<file path="src/rtl/demultiplexer_1_to_8.sv">
// ----------------------------------------------------------------------------
// demultiplexer_1_to_8
//
// Registered 1-to-8 lane-steering stage. A qualified input word is routed to
// the lane chosen by select_lines; every other lane is driven to zero. All
// outputs are registered, giving exactly one clock of latency and no
// combinational input-to-output path. Data is not held across idle cycles.
//
// Parameters:
//   DATA_W        width of the input word and of each output lane (>= 1)
//
// Ports:
//   clk           system clock, rising-edge active
//   rst_n         synchronous active-low reset
//   in            data word to route
//   in_valid      qualifies in and select_lines this cycle
//   select_lines  destination lane index 0..7
//   output_lines  flattened lanes, lane k at [k*DATA_W +: DATA_W]
//   out_valid     registered copy of in_valid
//   lane_onehot   registered one-hot of the selected lane, zero when idle
// ----------------------------------------------------------------------------
module demultiplexer_1_to_8 #(
  parameter int DATA_W = 1
) (
  input  logic                clk,
  input  logic                rst_n,
  input  logic [DATA_W-1:0]   in,
  input  logic                in_valid,
  input  logic [2:0]          select_lines,
  output logic [8*DATA_W-1:0] output_lines,
  output logic                out_valid,
  output logic [7:0]          lane_onehot
);

  logic [8*DATA_W-1:0] output_lines_d, output_lines_q;
  logic                out_valid_d,    out_valid_q;
  logic [7:0]          lane_onehot_d,  lane_onehot_q;

  // Lane enable decode: lane k is active only for a valid cycle that selects
  // it. The one-hot doubles as the per-lane data gate so the two can never
  // disagree.
  function automatic logic [7:0] lane_decode(input logic       vld,
                                             input logic [2:0] sel);
    logic [7:0] onehot;
    onehot = '0;
    for (int k = 0; k < 8; k++) begin
      onehot[k] = vld && (sel == 3'(k));
    end
    return onehot;
  endfunction

  always_comb begin
    output_lines_d = '0;
    lane_onehot_d  = lane_decode(in_valid, select_lines);
    out_valid_d    = in_valid;
    for (int k = 0; k < 8; k++) begin
      // Non-selected lanes stay zero rather than holding stale data.
      output_lines_d[k*DATA_W +: DATA_W] = lane_onehot_d[k] ? in : '0;
    end
  end

  // Output register stage: reset clears data as well as control so that a
  // reset cycle presents all-zero lanes downstream.
  always_ff @(posedge clk) begin
    if (!rst_n) begin
      output_lines_q <= '0;
      out_valid_q    <= 1'b0;
      lane_onehot_q  <= 8'h00;
    end else begin
      output_lines_q <= output_lines_d;
      out_valid_q    <= out_valid_d;
      lane_onehot_q  <= lane_onehot_d;
    end
  end

  assign output_lines = output_lines_q;
  assign out_valid    = out_valid_q;
  assign lane_onehot  = lane_onehot_q;

endmodule

</file>
<file path="config.mk">
export PLATFORM = sky130hd
export DESIGN_NAME = demultiplexer_1_to_8
export DESIGN_NICKNAME = d
export VERILOG_FILES = /design/src/rtl/demultiplexer_1_to_8.sv
export SDC_FILE = /design/constraint.sdc
export NUM_CORES = 1
export LEC_CHECK = 0
export BUFFER_PORTS_ARGS = -buffer_cell sky130_fd_sc_hd__buf_2
export CORE_AREA = 5 5 42 44
export DETAILED_ROUTE_END_ITERATION = 6
export DIE_AREA = 0 0 47 49
export PLACE_DENSITY = 0.68
export SYNTH_ARGS = -nofsm -noshare
export SYNTH_HDL_FRONTEND = slang
export SYNTH_SLANG_ARGS = --single-unit
</file>
<file path="constraint.sdc">
create_clock -name clk -period 1.9 [get_ports clk]
set_clock_uncertainty 0.2 [all_clocks]
set_input_delay 0.095 -clock clk [delete_from_list [all_inputs] [get_ports clk]]
set_output_delay 0.095 -clock clk [all_outputs]
set_load 0.1 [all_outputs]
</file>
==> summary.txt <==
Synthesis
  – Syn Area/Cell: around 11 um^2
  – Yosys warns: 0
  – Seq cells post-synth: 17
  – Syn nets: 54
  – Netlist cell types: 13
  – Sequential fraction of the synthesis area: between 60% and 70%
  – Synth Instances: between 40 and 50
  – Mapped cell area: just over 500 um^2

STA
  – Slew headroom: about two thirds
  – Final hold viol count: 0
  – Final setup fails: 0
  – Slew Limit Fails: 0
  – Final period util: about nine tenths
  – Final setup TNS: 0 ns
  – Fmax achieved: around 600 MHz
  – Least-Margin Pin Slew: 0.494 ns
  – RSZ-0062 raised after global routing: no
  – Post-layout min period: 1.68 ns

Pwr
  – Pwr Total: 0.000633 W
  – Gate power share: 14.8%
  – Net Sw Frac: about 26%
  – Net Switching: roughly 0.00016 W
  – Cell Int Power: approximately 0.00047 W
  – Leakage: 0.371 nW
  – VDD IR max: about 0.0004 V
  – P per Cell Area: approximately 820 mW/mm^2
  – Register share of total power: about 57%
  – Clock network fraction of total power: 28.0%

Clocking
  – Hold buffers post-CTS: 10
  – Clock Tree Buf Depth: 2
  – TritonCTS Sinks: 17
  – Post-CTS Setup Repair Bufs: 0
  – CTS tree: done
  – Clk root buf: clkbuf_4
  – Post-CTS Resized: 0
  – CTS Buf Count: 3
  – H-tree depth: 1
  – Clock slew at reported path FFs: 0.09 ns

Worst setup path
  – Worst setup SP type: primary input
  – Critical Path AT: ~1.7 ns
  – CP Buf/Inv Count: 3
  – Crit path max fanout: 6
  – CP max stage delay: ~0.55 ns
  – Crit path kind: in2reg
  – Crit path from: select_lines[2]
  – CP Capture Type: flip-flop
  – Most frequent CP cell: dlygate4sd3_1
  – Crit-path cells: dlygate4sd3_1 > buf_2 > nand4b_2 > nor3_2 > dlygate4sd3_1
  – Critical Path RT: approximately 1.9 ns
  – Crit-path slowest cell: dlygate4sd3_1
  – Kind of cell adding the most delay to the critical path: buffers and inverters

Global route
  – Global-route wire length before repair: 1.75 mm
  – Initial antenna violation count: 0
  – Overall Global Routing Usage: a little over a tenth
  – Remaining Overflow, GRT: 0
  – Largest net degree at the start of global routing: 11
  – Vias in the first global route: ~420

Route
  – DRC viols: 0
  – Drt pass-1 iters: 4
  – Post-route ant nets: 0
  – Vias: about 430
  – DRT iter0 DRCs: 10
  – Routed WL per cell: roughly 11 um
  – Final wirelength: between 1 and 1.5 mm
  – Via density: around 4.4

Finish
  – Area Overhead vs Synth: 48.7%
  – Footprint of the multi-input gates: ~170 um^2
  – Final std cell area, no fill: slightly below 800 um^2
  – Antenna diode count: 0
  – Share of layout cells above drive strength 1: around 38%
  – Nets: 90
  – Register area: between 300 and 400 um^2
  – Fillers: around 130

Placement
  – Gp weighted congestion: about 0.69
  – Dpl hpwl: between 600 and 700 um
  – PortBufs: 23
  – Placed instance area: between 600 and 700 um^2

Die
  – Die Y: between 40 and 50 um
  – FP Rows: 14
  – Die Width: 47 um
  – Core area: between 0.001 and 0.0015 mm^2
  – Die area: 0.00230 mm^2
  – Initial Util: 36.9%
  – I/O pin count: 24

Hold path
  – Worst hold-check path type: in2reg
  – Worst Min Path Start: in

Job
  – Max_cap viols: 0

Status
  – Status: finished clean
[Yosys cell counts]
cell | n | area (um^2)
dfxtp_1 | 17 | 340
nor2_1 | 10 | 37.5
nor3_1 | 4 | 20.0
nand2_1 | 3 | 11.3
buf_2 | 2 | 10.0
nand2b_1 | 2 | 12.5
nand3_1 | 2 | 10.0
nor3_2 | 2 | 20.0
and2_1 | 1 | 6.26
nand2b_4 | 1 | 13.8
nand3b_1 | 1 | 7.51
nand4_2 | 1 | 12.5
nand4b_2 | 1 | 15.0
[sequential cells by signal, indices dropped and copies added (netlist names)]
| name | cells |
|---|---|
| out_valid | 1 |
| lane_onehot | 8 |
| output_lines | 8 |
[worst min-delay path, cell delays in order]
cell and delay (ns):
dlygate4sd3_1 0.52, buf_2 0.14, nand4_2 0.09, nor2_1 0.04
[power groups by stage]
| stage | Combinational (W) | Sequential, W | Clock [W] |
|---|---|---|---|
| floorplan | 0.0000204 | 0.000413 | 0 |
| detailed placement | 0.0000804 | 0.000371 | 0 |
| global route | 0.0000987 | 0.000363 | 0.000208 |
| CTS | 0.0000924 | 0.000363 | 0.000183 |
| finish | 0.0000934 | 0.000363 | 0.000177 |
| global placement | 0.0000796 | 0.000371 | 0 |
[cells in the final DEF (no fill, tap or decap), types with 2 or more instances in the layout]
| cell type | Yosys | layout |
|---|---|---|
| dfxtp_1 | 17 | 17 |
| buf_2 | 2 | 23 |
| dlygate4sd3_1 | 0 | 10 |
| nand2_1 | 3 | 3 |
| nand2b_1 | 2 | 2 |
| nand3_1 | 2 | 2 |
| nor2_1 | 10 | 10 |
| nor3_2 | 2 | 2 |
| nor3_1 | 4 | 4 |
| clkbuf_4 | 0 | 3 |
[cell type report]
type / instances / area share [%]
repair buffers: 33 / 28.0
clock buffers: 4 / 3.42
well taps: 16 / 2.61
multi-input cells: 28 / 21.7
flip-flops and latches: 17 / 44.3
[worst paths after layout]
kind / endpoint / cells past startpoint
hold / removal: output_lines[7] / 4
setup / recovery: output_lines[0] / 5
[kinds of logic (layout without fill, tap and decap cells)]
kind of cell	after synthesis	count (layout)	synth area share, %
simple gates	28	28	32.2
flops	17	17	65.9
buf+inv	2	37	1.94
[per-layer routing]
layer	GRT usage, %	share of wire, %
met5	0	0
met4	4.15	0
met1	13.5	43
met2	16.1	48
met3	3.32	8.6
[metrics by stage]
stage	hold slack [ns]	cells	worst slack (ns)	util, %
floorplan	0.0167	47	0.696	-
global route	0.466	98	0.151	54.8
CTS	0.449	98	0.232	54.8
finish	0.454	98	0.222	54.8
detailed placement	0.209	84	0.899	45.8
global placement	0.198	84	0.904	45.8
Power figures use the tool's default switching activity.
